<file path="src/rtl/gpu_pkg.sv">
`default_nettype none
// ============================================================================
// Module      : gpu (package)
// Description : Shared types and constants for the voxel GPU register bank:
//               vec3/camera types, s1 register word addresses, STATUS bit
//               positions and the default pixel buffer address.
// Revision    : 1.0 - initial release
// ============================================================================
package gpu;

    // Number of look vectors the default camera_t carries.
    localparam int DEFAULT_NUM_LOOK = 4;

    // x occupies the low word so a packed array of vec3_t lines up with the
    // camera words as they appear in the register map (x, y, z per vector).
    typedef struct packed {
        logic [31:0] z;
        logic [31:0] y;
        logic [31:0] x;
    } vec3_t;

    // Bit-identical to "vec3_t [NUM_LOOK:0]" with pos at index 0 and
    // look[j] at index j+1, which is how the bank exports its camera for an
    // arbitrary NUM_LOOK.
    typedef struct packed {
        vec3_t [DEFAULT_NUM_LOOK-1:0] look;
        vec3_t                        pos;
    } camera_t;

    localparam logic [7:0] REG_PIXEL_BUFFER   = 8'h00;
    localparam logic [7:0] REG_VOXEL_BUFFER   = 8'h01;
    localparam logic [7:0] REG_VOXEL_COUNT    = 8'h02;
    localparam logic [7:0] REG_PALETTE_BUFFER = 8'h03;
    localparam logic [7:0] REG_PALETTE_LENGTH = 8'h04;
    localparam logic [7:0] REG_FRAME_COUNT    = 8'h0C;
    localparam logic [7:0] REG_IRQ_ENABLE     = 8'h0D;
    localparam logic [7:0] REG_STATUS         = 8'h0E;
    localparam logic [7:0] REG_CONTROL        = 8'h0F;
    localparam logic [7:0] REG_CAM_BASE       = 8'h10;

    localparam int STATUS_BUSY_BIT    = 0;
    localparam int STATUS_PENDING_BIT = 1;
    localparam int STATUS_IRQ_BIT     = 2;

    localparam logic [31:0] DEFAULT_BUFFER = 32'h0800_0000;

endpackage
`default_nettype wire

</file>
<file path="src/rtl/gpu_csr_reg.sv">
`default_nettype none
// ============================================================================
// Module      : gpu_csr_reg
// Description : 32-bit software register with per-byte write enables.
// Ports       : clock, reset (sync, active high), wr_en, byteenable[3:0],
//               writedata[31:0] -> value[31:0]
// Revision    : 1.0 - initial release
// ============================================================================
module gpu_csr_reg #(
    parameter logic [31:0] RESET_VALUE = 32'h0
) (
    input  logic        clock,
    input  logic        reset,
    input  logic        wr_en,
    input  logic [3:0]  byteenable,
    input  logic [31:0] writedata,
    output logic [31:0] value
);

    always_ff @(posedge clock) begin
        if (reset) begin
            value <= RESET_VALUE;
        end else if (wr_en) begin
            for (int b = 0; b < 4; b++) begin
                if (byteenable[b]) begin
                    value[8*b +: 8] <= writedata[8*b +: 8];
                end
            end
        end
    end

endmodule
`default_nettype wire

</file>
<file path="src/rtl/gpu_csr_bank.sv">
`default_nettype none
// ============================================================================
// Module      : gpu_csr_bank
// Description : Avalon-MM CSR bank for the voxel GPU. Software programs a
//               shadow bank; a render request copies it into the active bank
//               that drives gpu_controller. Render FSM with a one-deep request
//               queue, maskable W1C interrupt and a frame counter.
// Ports       : clock, reset            - clock, sync active-high reset
//               s1_*                    - Avalon-MM slave (no wait states)
//               irq                     - irq_status & irq_enable
//               render_start/done       - handshake with gpu_controller
//               cfg_*                   - active configuration bank
// Revision    : 1.0 - initial release
// ============================================================================
module gpu_csr_bank
    import gpu::*;
#(
    parameter int          NUM_LOOK             = 4,
    parameter int          ADDR_WIDTH           = 8,
    parameter int          FRAME_CNT_WIDTH      = 16,
    parameter logic [31:0] DEFAULT_PIXEL_BUFFER = gpu::DEFAULT_BUFFER
) (
    input  logic                  clock,
    input  logic                  reset,
    input  logic [ADDR_WIDTH-1:0] s1_address,
    input  logic                  s1_read,
    output logic [31:0]           s1_readdata,
    input  logic                  s1_write,
    input  logic [31:0]           s1_writedata,
    input  logic [3:0]            s1_byteenable,
    output logic                  s1_waitrequest,
    output logic                  irq,
    output logic                  render_start,
    input  logic                  render_done,
    output logic [31:0]           cfg_pixel_buffer,
    output logic [31:0]           cfg_voxel_buffer,
    output logic [31:0]           cfg_voxel_count,
    output logic [31:0]           cfg_palette_buffer,
    output logic [31:0]           cfg_palette_length,
    output gpu::vec3_t [NUM_LOOK:0] cfg_cam
);

    // Shadow word index: 0..4 are the frame registers, 5.. the camera words.
    localparam int c_num_frame = 5;
    localparam int c_num_cam   = 3 * (1 + NUM_LOOK);
    localparam int c_num_words = c_num_frame + c_num_cam;

    typedef enum logic [0:0] {
        ST_IDLE = 1'b0,
        ST_BUSY = 1'b1
    } state_t;

    state_t                     r_state;
    state_t                     w_state_next;
    logic                       r_pending;
    logic                       w_pending_next;
    logic                       w_snapshot;
    logic                       w_frame_done;
    logic                       r_render_start;
    logic                       r_irq_status;
    logic                       r_irq_enable;
    logic [FRAME_CNT_WIDTH-1:0] r_frame_count;
    logic [31:0]                w_shadow [c_num_words];
    logic [31:0]                r_active [c_num_words];
    logic [c_num_words-1:0]     w_sel;
    logic [31:0]                w_addr;
    logic                       w_any_be;
    logic                       w_ctrl_wr;
    logic                       w_req;
    logic                       w_irq_clr;
    logic                       w_unused;

    // Reads are address-decoded combinationally; the strobe carries no
    // information for this slave.
    assign w_unused       = s1_read;
    assign s1_waitrequest = 1'b0;

    assign w_addr   = 32'(s1_address);
    assign w_any_be = |s1_byteenable;

    always_comb begin
        w_sel = '0;
        for (int i = 0; i < c_num_frame; i++) begin
            if (w_addr == 32'(i)) w_sel[i] = 1'b1;
        end
        for (int k = 0; k < c_num_cam; k++) begin
            if (w_addr == 32'(REG_CAM_BASE) + 32'(k)) w_sel[c_num_frame + k] = 1'b1;
        end
    end

    assign w_ctrl_wr = s1_write && w_any_be && (w_addr == 32'(REG_CONTROL));
    assign w_req     = w_ctrl_wr && (s1_writedata != 32'h0);
    assign w_irq_clr = (w_ctrl_wr && (s1_writedata == 32'h0)) ||
                       (s1_write && w_any_be && (w_addr == 32'(REG_STATUS)) &&
                        s1_writedata[STATUS_IRQ_BIT]);

    generate
        for (genvar i = 0; i < c_num_words; i++) begin : g_shadow
            gpu_csr_reg #(
                .RESET_VALUE((i == 0) ? DEFAULT_PIXEL_BUFFER : 32'h0)
            ) u_reg (
                .clock      (clock),
                .reset      (reset),
                .wr_en      (s1_write && w_sel[i]),
                .byteenable (s1_byteenable),
                .writedata  (s1_writedata),
                .value      (w_shadow[i])
            );
        end
    endgenerate

    // Render FSM. A frame completing with a queued (or simultaneous) request
    // chains straight into the next frame without passing through IDLE.
    // gpu_controller never reports done in the cycle it is started, so a
    // chained start cannot follow another start back to back.
    always_comb begin
        w_state_next   = r_state;
        w_pending_next = r_pending;
        w_snapshot     = 1'b0;
        w_frame_done   = 1'b0;
        case (r_state)
            ST_IDLE: begin
                if (w_req) begin
                    w_snapshot   = 1'b1;
                    w_state_next = ST_BUSY;
                end
            end
            ST_BUSY: begin
                if (render_done) begin
                    w_frame_done = 1'b1;
                    if (r_pending || w_req) begin
                        w_snapshot     = 1'b1;
                        w_pending_next = 1'b0;
                    end else begin
                        w_state_next = ST_IDLE;
                    end
                end else if (w_req) begin
                    w_pending_next = 1'b1;
                end
            end
            default: begin
                w_state_next = ST_IDLE;
            end
        endcase
    end

    always_ff @(posedge clock) begin
        if (reset) begin
            r_state        <= ST_IDLE;
            r_pending      <= 1'b0;
            r_render_start <= 1'b0;
            r_irq_status   <= 1'b0;
            r_irq_enable   <= 1'b0;
            r_frame_count  <= '0;
            for (int i = 0; i < c_num_words; i++) begin
                r_active[i] <= (i == 0) ? DEFAULT_PIXEL_BUFFER : 32'h0;
            end
        end else begin
            r_state        <= w_state_next;
            r_pending      <= w_pending_next;
            r_render_start <= w_snapshot;
            if (w_frame_done) begin
                r_frame_count <= r_frame_count + 1'b1;
            end
            // Completion outranks a software clear in the same cycle so a
            // freshly finished frame is never lost.
            if (w_frame_done) begin
                r_irq_status <= 1'b1;
            end else if (w_irq_clr) begin
                r_irq_status <= 1'b0;
            end
            if (s1_write && s1_byteenable[0] && (w_addr == 32'(REG_IRQ_ENABLE))) begin
                r_irq_enable <= s1_writedata[0];
            end
            // Shadow outputs still hold pre-write values here, so a write in
            // the snapshot cycle lands in the shadow only.
            if (w_snapshot) begin
                for (int i = 0; i < c_num_words; i++) begin
                    r_active[i] <= w_shadow[i];
                end
            end
        end
    end

    always_comb begin
        s1_readdata = 32'h0;
        for (int i = 0; i < c_num_words; i++) begin
            if (w_sel[i]) s1_readdata = w_shadow[i];
        end
        if (w_addr == 32'(REG_FRAME_COUNT)) s1_readdata = 32'(r_frame_count);
        if (w_addr == 32'(REG_IRQ_ENABLE))  s1_readdata = {31'h0, r_irq_enable};
        if (w_addr == 32'(REG_STATUS)) begin
            s1_readdata[STATUS_BUSY_BIT]    = (r_state == ST_BUSY);
            s1_readdata[STATUS_PENDING_BIT] = r_pending;
            s1_readdata[STATUS_IRQ_BIT]     = r_irq_status;
        end
    end

    assign irq                = r_irq_status & r_irq_enable;
    assign render_start       = r_render_start;
    assign cfg_pixel_buffer   = r_active[0];
    assign cfg_voxel_buffer   = r_active[1];
    assign cfg_voxel_count    = r_active[2];
    assign cfg_palette_buffer = r_active[3];
    assign cfg_palette_length = r_active[4];

    generate
        for (genvar k = 0; k <= NUM_LOOK; k++) begin : g_cam
            assign cfg_cam[k].x = r_active[c_num_frame + 3*k];
            assign cfg_cam[k].y = r_active[c_num_frame + 3*k + 1];
            assign cfg_cam[k].z = r_active[c_num_frame + 3*k + 2];
        end
    endgenerate

endmodule
`default_nettype wire

</file>
<file path="config.mk">
export PLATFORM = sky130hd
export DESIGN_NAME = gpu_csr_bank
export DESIGN_NICKNAME = d
export VERILOG_FILES = /design/src/rtl/gpu_pkg.sv /design/src/rtl/gpu_csr_reg.sv /design/src/rtl/gpu_csr_bank.sv
export SDC_FILE = /design/constraint.sdc
export NUM_CORES = 2
export LEC_CHECK = 0
export ABC_CLOCK_PERIOD_IN_PS = 15910
export BUFFER_PORTS_ARGS = -buffer_cell sky130_fd_sc_hd__buf_4
export CAP_MARGIN = 40
export CORE_MARGIN = 3
export CORE_UTILIZATION = 55
export CTS_BUF_LIST = sky130_fd_sc_hd__clkbuf_2
export DETAILED_ROUTE_END_ITERATION = 6
export HOLD_SLACK_MARGIN = 0.02
export PLACE_DENSITY = 0.81
export SETUP_SLACK_MARGIN = 0.2
export SYNTH_ARGS = -nofsm -noshare
export SYNTH_HDL_FRONTEND = slang
export SYNTH_HIERARCHICAL = 1
export SYNTH_SLANG_ARGS = --single-unit
</file>
<file path="constraint.sdc">
create_clock -name clock -period 15.91 [get_ports clock]
set_clock_uncertainty 0.05 [all_clocks]
set_input_delay 2.3865 -clock clock [delete_from_list [all_inputs] [get_ports clock]]
set_output_delay 2.3865 -clock clock [all_outputs]
set_load 0.005 [all_outputs]
</file>
# --- Word-level counts from Yosys, hierarchy flattened ---
# Memories as Yosys holds them, arrays and structs flattened.
# Cells that the tools add are included.
totals:
  reg_bits: 661
  ram_bits: 640
  out_inout_bits: 675
  elab_cells: 332
  memories: 1
op_classes:
  add_sub_neg: 1
  eq_ne: 24
  muxes: 81
  bitwise_logic: 22
  reduce_logical: 117
mem_list:
  columns: ["memory", "depth", "word_bits", "rd", "rd_clocked_by_memory_dff", "write_ports", "line", "source"]
  rows:
  - ["r_active", 20, 32, 20, 0, 20, "gpu_csr_bank.sv:64", "logic [31:0] r_active [c_num_words];"]
op_table:
  columns: ["operator", "count"]
  rows:
  - ["two-way mux 32 bit", 42]
  - ["AND reduction 2 bit", 80]
  - ["== test 8 x 5 -> 1 bit, second input constant", 15]
  - ["zero test 32 bit", 2]
  - ["two-way mux 1 bit", 36]
  - ["== test 8 x 4 -> 1 bit, second input constant", 4]
  - ["nonzero test 32 bit", 1]
  - ["logical AND 1 bit", 28]
  - ["OR 1 bit", 20]
  - ["adder 16 x 1 -> 16 bit, second input constant", 1]
  - ["== test 8 x 2 -> 1 bit, second input constant", 2]
  - ["== test 8 x 1 -> 1 bit, second input constant", 1]
  - ["== test 8 x 3 -> 1 bit, second input constant", 1]
  - ["one-hot mux 1 bit (2 select lines)", 2]
  - ["nonzero test 2 bit", 2]
  - ["OR reduction 4 bit", 1]
  - ["two-way mux 3 bit", 1]
  - ["AND reduction 3 bit", 1]
  - ["logical OR 1 bit", 2]
  - ["!= test 2 x 1 -> 1 bit, second input constant", 1]
  - ["bitwise AND 1 bit", 1]
  - ["NOT 1 bit", 1]

# --- Longest topological paths before layout ---
logic_depth:
  depth_word: 25
  ltp_mapped: 12
  ltp_nobuf: 6

# --- By module ---
# The synthesis kept the hierarchy.
modules_own_cells:
  columns: ["module", "n_inst", "cells_each", "area_per_inst_um2", "seq_area_each_um2"]
  rows:
  - ["gpu_csr_bank", 1, 2377, 30506.8, 19638.8]
  - ["gpu_csr_reg at g_shadow[10].u_reg ...", 19, 146, 1463.9, 640.6]
  - ["gpu_csr_reg at g_shadow[0].u_reg", 1, 147, 1473.9, 640.6]

# --- Worst setup path after synthesis ---
# No wires, ideal clock.
synth_timing:
  path_type: "in2reg"
  startpoint: "in s1_address[5]"
  endpoint: "mem r_active[0][0] (enable)"
  arrival_ns: 11.277
  setup_slack_ns: 3.837
  stages: 6
  path_cell_list: "or4_1 > buf_2 > nor4b_4 > o211ai_2 > a22oi_1 > or2_2"
synth_lines:
  columns: ["item", "line", "source"]
  rows:
  - ["start, declared", "gpu_csr_bank.sv:25", "input logic [ADDR_WIDTH-1:0] s1_address,"]
  - ["end, declared", "gpu_csr_bank.sv:64", null]

# --- Worst setup path after layout ---
layout_timing:
  startpoint: "in s1_address[0]"
  endpoint: "out s1_readdata[10]"
layout_via:
  elab_chain_cells: 24
  elab_cells_between_ends: 64
layout_rtl:
  columns: ["item", "line", "source"]
  rows:
  - ["zero test 32 bit", "gpu_csr_bank.sv:84", "if (w_addr == 32'(i)) w_sel[i] = 1'b1;"]
  - ["two-way mux 1 bit", "gpu_csr_bank.sv:84", null]
  - ["two-way mux 32 bit (20 in a row)", "gpu_csr_bank.sv:188", "if (w_sel[i]) s1_readdata = w_shadow[i];"]
  - ["two-way mux 32 bit", "gpu_csr_bank.sv:190", "if (w_addr == 32'(REG_FRAME_COUNT)) s1_readdata = 32'(r_frame_count);"]
  - ["two-way mux 32 bit *", "gpu_csr_bank.sv:191", "if (w_addr == 32'(REG_IRQ_ENABLE)) s1_readdata = {31'h0, r_irq_enable};"]
  - ["end, declared", "gpu_csr_bank.sv:27", "output logic [31:0] s1_readdata,"]
# Mark *: on every way between the ends. The rest lies on a longest branch, timed or not.

==> run_results.csv <==
group,metric,value,unit
outcome,status,"finished, violations left",
outcome,failed_checks,"max-slew violations",
global_routing,overflow,0,
power_and_ir_drop,clkPwrFrac,0.366,
global_routing,antenna_found_initial,33,
clocking,post_cts_buffers,0,
critical_path,cp_slowest_stage_delay,0.71,ns
floorplan,rows,120,
critical_path,cp_cell_sequence,"buf_4 > buf_4 > nand2_1 > nor2_4 > buf_4 > a221oi_1 > o32ai_1 > a2111oi_0 > buf_1 > a211oi_1 > buf_4",
timing,worstMarginPinSlew,1.62,ns
synthesis,synth.cells.most_frequent,"700 x nand3_1, 661 x dfxtp_1, 640 x edfxtp_1, 615 x a21oi_1, 583 x and2_1",
detailed_routing,totalWireLength,255,mm
timing,max_freq,0.102,GHz
critical_path,worstSetupStartpointType,"primary input",
synthesis,yosys_warnings,6,
clocking,root_buffer,"clkbuf_2",
power_and_ir_drop,p_leak,25.3,nW
detailed_routing,dr.pass1.iters,7,
power_and_ir_drop,internal_power,4.57,mW
critical_path,path_buf_inv,5,
final_layout,fin_util,0.626,
synthesis,yosysMostFrequentCell,"nand3_1",
synthesis,synthCells,5298,
timing,layout_min_cycle_time,9.77,ns
floorplan,die_w,336,um
critical_path,end_kind,"output pin",
placement,port_buffers,721,
final_layout,final_nets,5980,
floorplan,initial_core_util,0.556,
detailed_routing,drc,0,
detailed_routing,wl_per_cell,33.5,um
detailed_routing,viasPerCell,6.72,
synthesis,synth-edff-count,640,
synthesis,netlist.area_leader.share,0.321,
final_layout,final-seq-area,32500,sq um
power_and_ir_drop,power_density,94.4,nW/um^2
timing,relSlewSlack,-0.0802,
placement,gp_congestion,1.04,
placement,placed_area,64200,sq um
power_and_ir_drop,ir_drop,79.2,uV
detailed_routing,via_count,51200,
detailed_routing,drtIter0Drc,9247,
critical_path,required,13.47,ns
final_layout,syn2layout_area_growth,12.6,%
power_and_ir_drop,pwr-share-comb,0.069,
clocking,numClockSinks,1301,
placement,dp_hpwl,171,mm
synthesis,yosysUniqueCellTypes,79,
synthesis,synth_nets,5348,
job,cap_viol_max_count,0,
global_routing,grt_pass1_wl,352,mm
floorplan,ios,724,
hold_path,hp-class,"register to register",
synthesis,yosysSeqAreaShare,0.543,
timing,setup_tns,0,ns
power_and_ir_drop,seqPwrFrac,0.564,
critical_path,crit_fanout,48,
clocking,cts_resized,0,
timing,drv_slew,110,
final_layout,multi_input_area,23400,sq um
clocking,cts_buffer_depth,4,
timing,finalHoldViolations,0,
floorplan,core_area,108000,sq um
floorplan,fp.dieH,336,um
clocking,path_clk_slew,0.09,ns
synthesis,synth_area,59800,sq um
critical_path,path_common_cell,"buf_4",
final_layout,drive_gt1_frac,0.276,
detailed_routing,antenna_left,0,
critical_path,arrival,7.34,ns
power_and_ir_drop,swShare,0.281,
critical_path,critPathSlowestCell,"buf_4",
clocking,cts_hold_buf,0,
critical_path,crit_type,"primary input to output pin",
synthesis,synth.largest_area_cell,"edfxtp_1",
synthesis,synth_area_leaders,"edfxtp_1 32%, dfxtp_1 22%, a21bo_1 8.7%, and2_1 6.1%, nand3_1 5.9%",
final_layout,postLayoutCellArea,67300,sq um
synthesis,syn_area_per_cell,11.3,sq um
global_routing,grt_use_total,0.441,
synthesis,yosys_register_bits,1301,
critical_path,cp_top_family,"buffers and inverters",
timing,finalCritPeriodShare,0.614,
timing,rsz0062_at_grt,"false",
clocking,cts_tree,"built",
clocking,htreeDepth,5,
global_routing,grt_pass1_vias,47400,
global_routing,grt_max_degree,282,
clocking,clk_latency,1.60,ns
synthesis,synth_top_flop_cell,"dfxtp_1",
power_and_ir_drop,power_switching,1.79,mW
synthesis,synthArstFlopShare,0,
clocking,cts_buffers,340,
timing,finalSetupViolations,0,
floorplan,die_area,113000,sq um
final_layout,fillers,8694,
## registers in the layout, summed over array words and instances, names as in the netlist
signal / count
g_shadow.u_reg/value: 640
r_irq_status: 1
r_frame_count: 16
r_active: 640
r_pending: 1
r_irq_enable: 1
render_start: 1
r_state: 1
## final cells by class
cell class,count,area share
clock inverters,86,0.00598
clock buffers,520,0.0387
flip-flops and latches,1301,0.482
inverters,10,0.000558
multi-input cells,3433,0.348
diodes,23,0.000855
well taps,1403,0.0261
repair buffers,844,0.0983
## path summary, 6_finish.rpt
check / start / cells after the start / end / slack [ns]
max: s1_address[0] / 11 / s1_readdata[10] / 6.14
min: r_irq_status$_SDFFE_PP0P_ / 2 / r_irq_status$_SDFFE_PP0P_ / 0.46
max reg2reg: r_state$_SDFF_PP0_ / 7 / r_active[0][10]$_SDFFCE_PN0P_ / 12.36
min reg2reg: r_irq_status$_SDFFE_PP0P_ / 2 / r_irq_status$_SDFFE_PP0P_ / 0.46
## cell families after synthesis
| logic type | share of synthesized area |
|---|---|
| flops | 0.543 |
| buf+inv | 0.0692 |
| simple gates | 0.149 |
| other cells | 0.0000627 |
| compound gates | 0.223 |
| mux | 0.0143 |
| xor+xnor | 0.00132 |
| fa+ha+maj | 0.000209 |
## metrics by stage
| step | total power, mW | cells | setup slack (ns) | hold WS [ns] |
|---|---|---|---|---|
| floorplan | 3.86 | 5298 | 3.84 | 0.413 |
| global placement | 4.07 | 6959 | 6.35 | 0.435 |
| detailed placement | 4.08 | 6983 | 6.48 | 0.435 |
| CTS | 6.34 | 7589 | 6.46 | 0.448 |
| global route | 6.54 | 7602 | 6.25 | 0.475 |
| finish | 6.35 | 7620 | 6.14 | 0.455 |
## worst min-delay path: cells and delay by family, from the launching register on
family / cells / cell delay [ns]
compound gates: 2 / 0.13
flops: 1 / 0.33
## power by group through the flow
stage                     clock [mW]  sequential, mW  combinational (mW)
after floorplan                    0            3.68               0.175
after global placement             0            3.66               0.405
after detailed placement           0            3.66               0.416
after CTS                       2.33            3.59               0.417
after global routing            2.51            3.59               0.440
final                           2.33            3.59               0.439
## per-layer routing
metal / global-route usage / wire (um)
met5: 0.0132 / 200
met4: 0.320 / 22400
met3: 0.186 / 38500
met2: 0.612 / 105000
met1: 0.549 / 89600
## layout by cell type, fill, tap and decap left out, types with 34 or more instances in the layout
cell type and instances:
nor3_1 36, nor2b_1 67, o21ai_0 52, a22oi_1 77
clkbuf_2 520, dfxtp_1 661, buf_4 811, nor2_1 61
a21oi_1 615, and2_1 579, a21oi_2 122, clkinv_1 69
a21bo_1 521, o22ai_1 34, nand3_1 700, nand2_1 80
a21bo_2 118, edfxtp_1 640
Note: power is estimated with default switching activity, not from simulation.
